## src/rtl/mem_wb_stage.sv

```systemverilog
// MEM/WB pipeline register: selects load data or ALU result for write-back,
// drives the register-file write port and WB->EX forwarding, and keeps retirement counters.
package mem_wb_pkg;
   typedef struct packed {
      logic reg_write;
      logic mem_read;
      logic mem_write;
   } control_type;
endpackage

module mem_wb_stage
   import mem_wb_pkg::*;
#(
   parameter int CNT_W = 32
) (
   input  logic              clk,
   input  logic              reset_n,
   input  logic              valid_in,
   input  logic              stall,
   input  logic              flush,
   input  logic [31:0]       alu_data_in,
   input  logic [31:0]       memory_data_in,
   input  control_type       control_in,
   input  logic [4:0]        rd_in,
   output logic              valid_out,
   output logic              reg_write_en,
   output logic [4:0]        reg_write_id,
   output logic [31:0]       reg_write_data,
   output logic              fwd_valid,
   output logic [4:0]        fwd_rd,
   output logic [31:0]       fwd_data,
   output logic [63:0]       instret,
   output logic [CNT_W-1:0]  load_count,
   output logic [CNT_W-1:0]  store_count
);

   logic              cap;
   logic [31:0]       wb_data_p0;
   logic              we_p0;

   logic              vld_p1;
   logic              we_p1;
   logic [4:0]        id_p1;
   logic [31:0]       data_p1;
   logic [63:0]       instret_q;
   logic [CNT_W-1:0]  load_cnt_q;
   logic [CNT_W-1:0]  store_cnt_q;

   // ---- MEM side: capture qualification and write-back select ----
   assign cap        = valid_in & ~stall & ~flush;
   assign wb_data_p0 = control_in.mem_read ? memory_data_in : alu_data_in;
   // x0 is hardwired to zero, so a write to it is never enabled
   assign we_p0      = valid_in & control_in.reg_write & (rd_in != 5'd0);

   // ---- WB register: flush beats stall; flush leaves id/data untouched ----
   always_ff @(posedge clk or negedge reset_n) begin
      if (!reset_n) begin
         vld_p1  <= 1'b0;
         we_p1   <= 1'b0;
         id_p1   <= 5'd0;
         data_p1 <= 32'd0;
      end else if (flush) begin
         vld_p1  <= 1'b0;
         we_p1   <= 1'b0;
      end else if (!stall) begin
         vld_p1  <= valid_in;
         we_p1   <= we_p0;
         id_p1   <= rd_in;
         data_p1 <= wb_data_p0;
      end
   end

   // ---- Retirement counters, free-running modulo their width ----
   always_ff @(posedge clk or negedge reset_n) begin
      if (!reset_n) begin
         instret_q   <= 64'd0;
         load_cnt_q  <= '0;
         store_cnt_q <= '0;
      end else if (cap) begin
         instret_q   <= instret_q + 64'd1;
         load_cnt_q  <= load_cnt_q + CNT_W'(control_in.mem_read);
         store_cnt_q <= store_cnt_q + CNT_W'(control_in.mem_write);
      end
   end

   assign valid_out      = vld_p1;
   assign reg_write_en   = we_p1;
   assign reg_write_id   = id_p1;
   assign reg_write_data = data_p1;
   assign fwd_valid      = we_p1;
   assign fwd_rd         = id_p1;
   assign fwd_data       = data_p1;
   assign instret        = instret_q;
   assign load_count     = load_cnt_q;
   assign store_count    = store_cnt_q;

endmodule

```

## config.mk

```make
export PLATFORM = sky130hd
export DESIGN_NAME = mem_wb_stage
export DESIGN_NICKNAME = d
export VERILOG_FILES = /design/src/rtl/mem_wb_stage.sv
export SDC_FILE = /design/constraint.sdc
export NUM_CORES = 1
export LEC_CHECK = 0
export ABC_AREA = 1
export CAP_MARGIN = 40
export CORE_UTILIZATION = 45
export CTS_CLUSTER_SIZE = 40
export DETAILED_ROUTE_END_ITERATION = 8
export PLACE_DENSITY = 0.84
export SLEW_MARGIN = 30
export SYNTH_ARGS = -nofsm -noshare
export SYNTH_HDL_FRONTEND = slang
export SYNTH_SLANG_ARGS = --single-unit
```

## constraint.sdc

```tcl
create_clock -name clk -period 2.14 [get_ports clk]
set_input_delay 0.428 -clock clk [delete_from_list [all_inputs] [get_ports clk]]
set_output_delay 0.428 -clock clk [all_outputs]
set_load 0.01 [all_outputs]
```

==> impl_summary.md, run 1 <==
CTS
The root buffer cell is clkbuf_16. The TritonCTS clock tree is yes. The clock tree buffer depth is 2.

The CTS buffer count is 17. The clock sink count is 167. The H-tree was split into 4 levels. The post-CTS repair timing setup buffer count is 0. The later pin in the worst-skew pair is clocked with a latency of ~0.43 ns. The clock edge transition at the registers on the reported setup and hold paths is roughly 0.06 ns.

Timing
The clock period minus worst slack is between 2 and 2.5 ns. Setup repair after global routing left no endpoint under its margin. The number of failing hold endpoints at the final stage was 0. The maximum clock rate is 0.4993 GHz. Setup violations remaining at the end of the flow were counted as 0. The worst slew slack as a fraction of its limit is ~65%. At the pin with the least slew margin, the transition time is approximately 0.53 ns. After layout, the worst path uses 93.60% of the clock period. The setup skew after layout is 0.008460 ns. The sum of negative setup slack is 0 ns. The worst path meets setup with between 0.1 and 0.15 ns of slack. The max-slew violation total from the final report is 0.

Die
After floorplanning, the core was divided into 52 placement rows. In this run the horizontal extent of the chip is 145.7 um. The die outline area is about 0.021 mm^2. From bottom edge to top edge, the die measures roughly 150 um. between 200 and 300 I/O pins were placed.

For this configuration, the core starts out at a cell density of 45.90%. The area of the placeable core is just over 0.02 mm^2.

Setup path
The data arrival time of the worst path is roughly 1.6 ns. The endpoint required time on the critical path is ~1.7 ns. In this design, the largest share of critical-path delay is due to buffers and inverters.

The slowest cell on the critical path is clkdlybuf4s50_1. The depth of the worst register-to-register path is 8. Counting both buffers and inverters, the worst setup path holds a total of 1. The critical path goes through clkdlybuf4s50_1. The type of the setup path with the least slack is flop to output port.

The highest fanout seen on the critical path is 7. The reg2reg setup slack is between 0.2 and 0.3 ns. The worst stage delay on the critical path is about 0.61 ns. The worst register-to-register path begins at instret[1]. STA classifies the critical path startpoint as a flop. The reg-to-reg critical path endpoint is instret[54]. The worst setup path is captured at an output port.

Synth
The synthesized design devotes to its leading area cell type 45.00% of total area. In this run the cell area of the synthesized design comes to about 0.0093 mm^2. The count of cell types in the netlist is 34.

Counting flops with an async set or reset pin after synthesis yields a share of 100.0%. The top cell type by total area after synthesis is dfrtp_1. The number of enable-type register cells in the synthesized netlist is 0.

The synthesized area divided by synthesized cell count is just under 8 um^2. Yosys printed 0 warnings. The post-synth net total is 1249. In the synthesized netlist the dominant register cell turns out to be dfrtp_1.

The number of standard cells after synthesis is 1167. Synthesis inferred between 150 and 200 register bits. Sorting the synthesized cells by area gives the leading types as dfrtp_1 45%, nand2_1 13%, nor2_1 6.1%, xor2_1 4.9%, inv_1 3.9%. Of the synthesized area, sequential elements account for approximately 45%.

Routing
The pre-antenna-repair detailed-routing pass consisted of 6 iterations. The post-detailed-route DRC marker count is 0. The routed design has about 27 mm of wire.

The number of vias after detailed routing is roughly 8900. The detailed-route wire length per cell is between 15 and 20 um. The number of DRC markers in iteration 0 is between 600 and 700. Using the TritonRoute via totals, the vias-per-cell ratio works out to 5.110. The detail route stage leaves a number of antenna-violating nets equal to 0.

Final layout
The most common cell after layout, fill and taps aside is nand2_1. The filler cells instantiated in the layout total 1639. The multi-input combinational cells in the finished layout cover a total of roughly 0.0043 mm^2. The number of antenna diodes is 0. Of the cells placed in the final design, the portion with a size suffix greater than 1 is around a tenth. Summing all flip-flop and latch instances after layout gives between 0.004 and 0.005 mm^2. Once layout is complete, the utilization of the core stands at between 60 and 70%. The library cells used most frequently in the layout, excluding fill and tap cells, are 323 x nand2_1, 279 x clkdlybuf4s50_1, 167 x dfrtp_1, 152 x nor2_1, 97 x inv_1.

Compared with the post-synthesis result, the final layout area differs by 42.09%. The net count of the finished layout is around 1500.

GRT
In this run the most used layer during global routing was met2. The first global-routing pass estimated 44.24 mm of wire. Global routing used 4.201% of the available met3 tracks. The via count of the first global-routing pass is 8539. The met1 capacity usage during global routing is between 30% and 40%. Global routing finished with a remaining overflow of 0. Global routing consumed, on the met2 layer, 42.66% of the routing resources. Entering global routing, the biggest net connects 60 pins. The initial antenna violation count was 0. The global-route total usage across every layer is between 20% and 30%.

Placement
The congestion estimate from routability-driven global placement came to slightly above 0.9. In this run the tool buffered the top-level ports with approximately 280 buffer cells. The HPWL after detailed placement is ~21 mm. At the placement stage, the worst setup path has a slack of -0.3086 ns.

Pwr
Summed over all cells, the static leakage comes to ~0.006 uW. Across the VDD grid, the largest voltage drop is 442.9 uV. The design draws 8171 uW. Dividing total power by cell area gives a power density of roughly 620 mW/mm^2.

Job
The number of maximum-capacitance violations is 0.

Run status
The run finished with clean final reports.

Hold path
The path class of the lowest-slack min-delay path is primary input to async pin.
==> logic make-up (layout without fill, tap and decap cells) <==
family	Yosys count	after routing	share of synthesized area [%]
xor+xnor	93	93	8.770
simple gates	673	673	33.41
fa+ha+maj	5	5	0.6736
compound gates	72	72	3.934
buf+inv	157	468	8.218
flops	167	167	45.00
==> state kept, by name, indices dropped and copies added (netlist names) <==
register,cells
fwd_data,32
fwd_rd,5
fwd_valid,1
instret,64
load_count,32
store_count,32
valid_out,1
==> per-layer routing <==
layer / part of all wire, % / vias to the layer above / wire [um]
met5: 0 / - / 0
met4: 2.6 / 0 / 713
met3: 6.7 / 53 / 1850
met2: 47 / 356 / 13000
met1: 43 / 4255 / 11890
li1: - / 4269 / -
==> cell type report <==
type | count | area share, %
clock inverter | 10 | 1.100
timing repair buffer | 340 | 25.38
sequential | 167 | 31.67
inverter | 98 | 2.825
multi-input combinational | 843 | 32.93
clock buffer | 20 | 3.537
tap | 270 | 2.560
==> how the worst max path moves through the flow <==
stage / startpoint / end / slack, ns / cells after the start
final: instret[53] / instret[53] / 0.14 / 1
after global routing: control_in[0] / store_count[24] / 0.09 / 11
after CTS: control_in[1] / load_count[30] / 0.11 / 10
after detailed placement: control_in[1] / load_count[30] / -0.31 / 10
after global placement: control_in[1] / load_count[30] / -0.28 / 10
after floorplan: control_in[0] / store_count[16] / 0.38 / 8
==> where the power goes <==
part | switching [uW] | total, uW | internal [uW]
logic | 591 | 1360 | 772
clock network | 1300 | 3220 | 1920
registers | 241 | 3590 | 3350
total | 2130 | 8170 | 6040
==> repair_timing <==
| item | CTS | global route |
|---|---|---|
| hold endpoints to repair | 30 | 0 |
| gates resized for setup | 0 | 1 |
| hold buffers | 1 | 0 |
| setup endpoints to repair | 0 | 1 |
==> cell usage after synthesis, types with 2 or more instances <==
library cell	n
nor3_1	31
nor2_1	152
nor2_8	3
o21ai_0	67
nand2_2	14
and3_1	2
ha_1	5
nor2_2	14
nand3_1	47
nor4_1	2
nand2_1	323
o21ai_1	4
nor3b_1	2
and2_1	2
inv_1	97
clkbuf_1	12
xnor2_1	41
nand3_2	5
buf_4	38
nand3b_1	14
nor3_2	5
dfrtp_1	167
xor2_1	52
nand4_1	41
nor2_4	13
buf_2	6
==> stage by stage <==
step | instances | hold slack, ns | instance area (um^2)
after CTS | 1748 | 0.4712 | 13190
after detailed placement | 1717 | 0.3474 | 12570
final | 1748 | 0.4596 | 13200
after global routing | 1748 | 0.4786 | 13200
after global placement | 1717 | 0.3423 | 12570
after floorplan | 1167 | 0.1324 | 9288
Note: power is estimated with default switching activity, not from simulation.
==> run 2, diff against run 1 <==
Settings changed: ABC_AREA 1 to unset, PLACE_DENSITY 0.84 to 0.88.
==> run 2 against run 1 <==
Compared with the run above: clock power about the same; worst setup slack worse by 0.12 ns; area after synthesis fell by 16%; largest power group unchanged; sequential cell count unchanged; synthesized cell count is 37% lower; worst hold slack got worse by 0.075 ns; register-to-register slack worse by 0.25 ns; power increased by 2.6%; non-clock buffer count is 18 higher.
==> impl_summary.md, run 2 <==
Timing
The number of failing hold endpoints at the final stage is 0 (unchanged). The maximum clock rate was 0.4717 GHz (-5.5%). The worst path setup slack after routing is 0.01994 ns (-0.1171 ns). The transition time at the pin with the least slew margin came to 0.5301 ns (+0.002500 ns). The setup skew after layout came to 0.01213 ns (+0.003666 ns).

The clock period minus worst slack is 2.120 ns (+0.1171 ns). The worst slew slack as a fraction of its limit came to 64.66% (about the same). The max-slew violation total from the final report came to 0 (unchanged). The final-report setup violation count is 0 (unchanged). The post-route fraction of the period consumed by the critical path is 99.07% (+5.5 points). Setup repair after global routing could not meet its margin everywhere. The worst hold slack across all endpoints came to 0.3843 ns (-0.07531 ns).

Final layout
The number of filler cells placed in the layout came to 1155 (-30%). The signed area change from the synthesized netlist to the final layout is 52.39%. The share of cells above drive strength 1 is 14.14% (+4.2 points). The library cells used most frequently in the layout, excluding fill and tap cells, are 276 x clkdlybuf4s50_1, 161 x dfrtp_1, 81 x nand2_1, 72 x xnor2_1, 70 x buf_4. The number of flip-flops under the largest register name was 64 (unchanged). The library cell used most frequently in the layout, excluding fill and tap cells, is clkdlybuf4s50_1.

The final net count is 1131 (-27%).

Setup path
The number of buffers and inverters on the critical path was 0 (-1). For this design, the slowest cell found on the critical path is or4_4. The endpoint required time on the critical path is 2.49 ns (+0.78 ns).

Grouping stages by cell kind, the critical path spends the most delay in simple AND/OR/NAND/NOR gates. The reg2reg setup slack came to 0.02 ns (-0.25 ns). The highest fanout seen on the critical path is 5 (-2). The worst stage delay on the critical path is 0.58 ns (-0.03 ns).

The launching element type of the critical path is a flop. The type of the setup path with the least slack is flop to flop. The startpoint of the worst register-to-register path is instret[14]. Traced cell by cell, the critical path runs through nand2_2 > or4_4 > or4_4 > nor4_4 > xor2_1.

The data arrival time of the worst path was 2.47 ns (+0.90 ns). The cell occurring most often along the worst timing path is or4_4. The depth of the worst register-to-register path came to 5 (-3). The worst setup path is captured at a flop.

The worst register-to-register path ends at instret[32].

Routing
The detailed-route vias per instance is 5.218 (+2.1%). The count of antenna-violating nets left after detailed routing came to 0 (unchanged). The detailed-route wire length per cell came to 17.59 um (+12%). The wire length after detailed routing came to 22.55 mm (-18%).

The number of DRC markers in iteration 0 is 358 (-43%). The post-detailed-route DRC marker count is 0 (unchanged). The number of vias after detailed routing is 6689 (-25%). The first-pass detailed-route iteration total came to 5 (-1).

GRT
The total congestion overflow after global routing is 0 (unchanged). The largest net degree at the start of global routing is 51 (-15%). The met2 layer usage reported by global route is 45.91% (+3.3 points).

The via count of the first global-routing pass came to 6747 (-21%). The initial antenna violation count came to 1 (+1). The met1 capacity usage during global routing is 29.11% (-6.0 points). The first-pass GRT wire length is 35.25 mm (-20%). The layer with the highest usage after global routing is met2.

The global-route total usage across every layer was 25.48% (-0.58 points). The met3 track demand over resource in global routing is 4.951% (+0.75 points).

Synth
The number of standard cells after synthesis came to 731 (-37%). The number of enable-type register cells in the synthesized netlist came to 0 (unchanged). The cell area after technology mapping was 0.007814 mm^2 (-16%). The number of register bits inferred by synthesis is 167 (unchanged). The largest total area in the synthesized netlist belongs to dfrtp_1.

The warning count from the yosys run is 0 (unchanged). The post-synth net total is 813 (-35%). In the post-synthesis netlist, the biggest area contributors are dfrtp_1 53%, xnor2_1 8.1%, xor2_1 5.7%, mux2i_1 4.1%, nand2_1 3.9%.

The main flop type after synthesis is dfrtp_1. The synthesized area divided by synthesized cell count is 10.69 um^2 (+34%). The sequential fraction of the synthesis area is 53.48% (+8.5 points). The commonest cells after synthesis are 167 x dfrtp_1, 82 x nand2_1, 72 x xnor2_1.

Yosys instantiated no cell more often than dfrtp_1. The proportion of synthesized flip-flops having asynchronous set or reset was 100.0% (unchanged). The fraction of synthesized cell area taken by the top area cell type came to 53.48% (+8.5 points).

The count of cell types in the netlist is 35 (+2.9%).

Die
The cell row count is 47 (-9.6%). The count of boundary I/O pins was 282 (unchanged). The die outline area is 0.01789 mm^2 (-16%). The starting density of the core is 46.62% (+0.72 points). The width of the chip is 133.8 um (-8.2%). The die outline height was 133.8 um (-8.2%).

The area of the placeable core is 0.01676 mm^2 (-17%).

Hold path
In this run the worst hold path is classified as primary input to flop. The worst hold path begins at control_in[1]. For hold timing, the worst endpoint is load_count[0]. The worst hold path passes through 3 cells.

Pwr
The overall power consumption is 8384 uW (+2.6%). The total power density per cell area came to 704.0 mW/mm^2 (+14%). The worst IR drop on VDD came to 609.7 uV (+38%). The static power due to leakage is 0.005363 uW (-8.8%).

CTS
The clock tree buffer depth is 2 (unchanged). The number of levels in the clock H-tree was 4 (unchanged). The root buffer cell is clkbuf_16. The worst-skew pair later-pin latency is 0.42 ns (about the same).

The clock sink count was 167 (unchanged). The CTS buffer count came to 17 (unchanged). The TritonCTS clock tree is yes.

The clock edge transition at the registers on the reported setup and hold paths is 0.07 ns (about the same).

Placement
The global placer's final weighted congestion is 0.8273 (-12%). The HPWL after detailed placement came to 17.00 mm (-19%). The pre-CTS setup slack is -0.6394 ns (-0.3308 ns). The count of port buffers added during placement is 281 (unchanged).

Job
The number of maximum-capacitance violations was 0 (unchanged).

Run status
The run finished with clean final reports.
==> run 2: final cells by class <==
type / instances / area, um^2 / share of cell area, %
diodes: 1 / 2.502 / 0.02101
flip-flops and latches: 167 / 4187 / 35.16
clock buffers: 22 / 474.2 / 3.982
multi-input cells: 484 / 3306 / 27.76
well taps: 220 / 275.3 / 2.312
inverters: 21 / 78.83 / 0.6620
repair buffers: 358 / 3445 / 28.93
clock inverters: 9 / 140.1 / 1.177
==> run 2: how the worst max path moves through the flow <==
stage | slack [ns] | start | depth (start not counted) | to
after floorplan | -0.04 | instret[1] | 8 | instret[32]
after global placement | -0.60 | flush | 7 | instret[41]
after CTS | 0.001 | valid_in | 7 | instret[32]
final | 0.02 | instret[14] | 5 | instret[32]
after detailed placement | -0.64 | flush | 8 | instret[51]
after global routing | -0.04 | instret[14] | 5 | instret[32]
==> run 2: timing repair <==
action                                 CTS  global route
buffers inserted                         1             4
gates cloned                             1             0
hold buffers                             1             0
pin swaps                                1             7
gates resized for setup                  7            13
setup endpoints to repair               34            28
endpoints found under the hold margin   46             0
==> run 2: kinds of logic (layout without fill, tap and decap cells) <==
| group | count (synthesis) | after routing | share of synthesized area, % |
|---|---|---|---|
| AND/OR/NAND/NOR | 279 | 279 | 18.41 |
| flip-flops | 167 | 167 | 53.48 |
| XOR/XNOR | 123 | 123 | 13.79 |
| buffers and inverters | 80 | 410 | 5.701 |
| multiplexers | 42 | 42 | 5.540 |
| AO/OA/AOI/OAI | 35 | 35 | 2.274 |
| adder cells (fa/ha/maj) | 5 | 5 | 0.8006 |
| other | 0 | 1 | 0 |
==> run 2: power by group <==
part | switching [uW] | total, uW | internal (uW)
logic | 666 | 1580 | 916
registers | 221 | 3590 | 3370
clock network | 1270 | 3210 | 1940
==> run 2: metrics by stage <==
| step | instances | TNS (ns) | utilization (%) | area (um^2) |
|---|---|---|---|---|
| 4_1_cts | 1277 | 0 | 70.49 | 11810 |
| 3_5_place_dp | 1243 | -36.37 | 66.52 | 11150 |
| 6_report | 1282 | 0 | 71.05 | 11910 |
| 2_1_floorplan | 731 | -0.07142 | - | 7855 |
| 3_3_place_gp | 1243 | -34.99 | 66.52 | 11150 |
| 5_1_grt | 1282 | -0.06902 | 71.05 | 11910 |
==> run 2: layer usage <==
| metal | routed length (um) | vias to the layer above |
|---|---|---|
| li1 | - | 3098 |
| met1 | 8378 | 3252 |
| met2 | 12050 | 295 |
| met3 | 1412 | 44 |
| met4 | 711 | 0 |
| met5 | 0 | - |
==> run 2: tightest hold or removal path: stages <==
cell,delay [ns]
buf_2,0.10
ha_1,0.12
mux2_2,0.13
==> run 3, diff against run 2 <==
Settings changed: HOLD_SLACK_MARGIN set to 0.15.
==> results of run 3 <==
No change in the layout: final DEF, timing and power equal those of run 2.
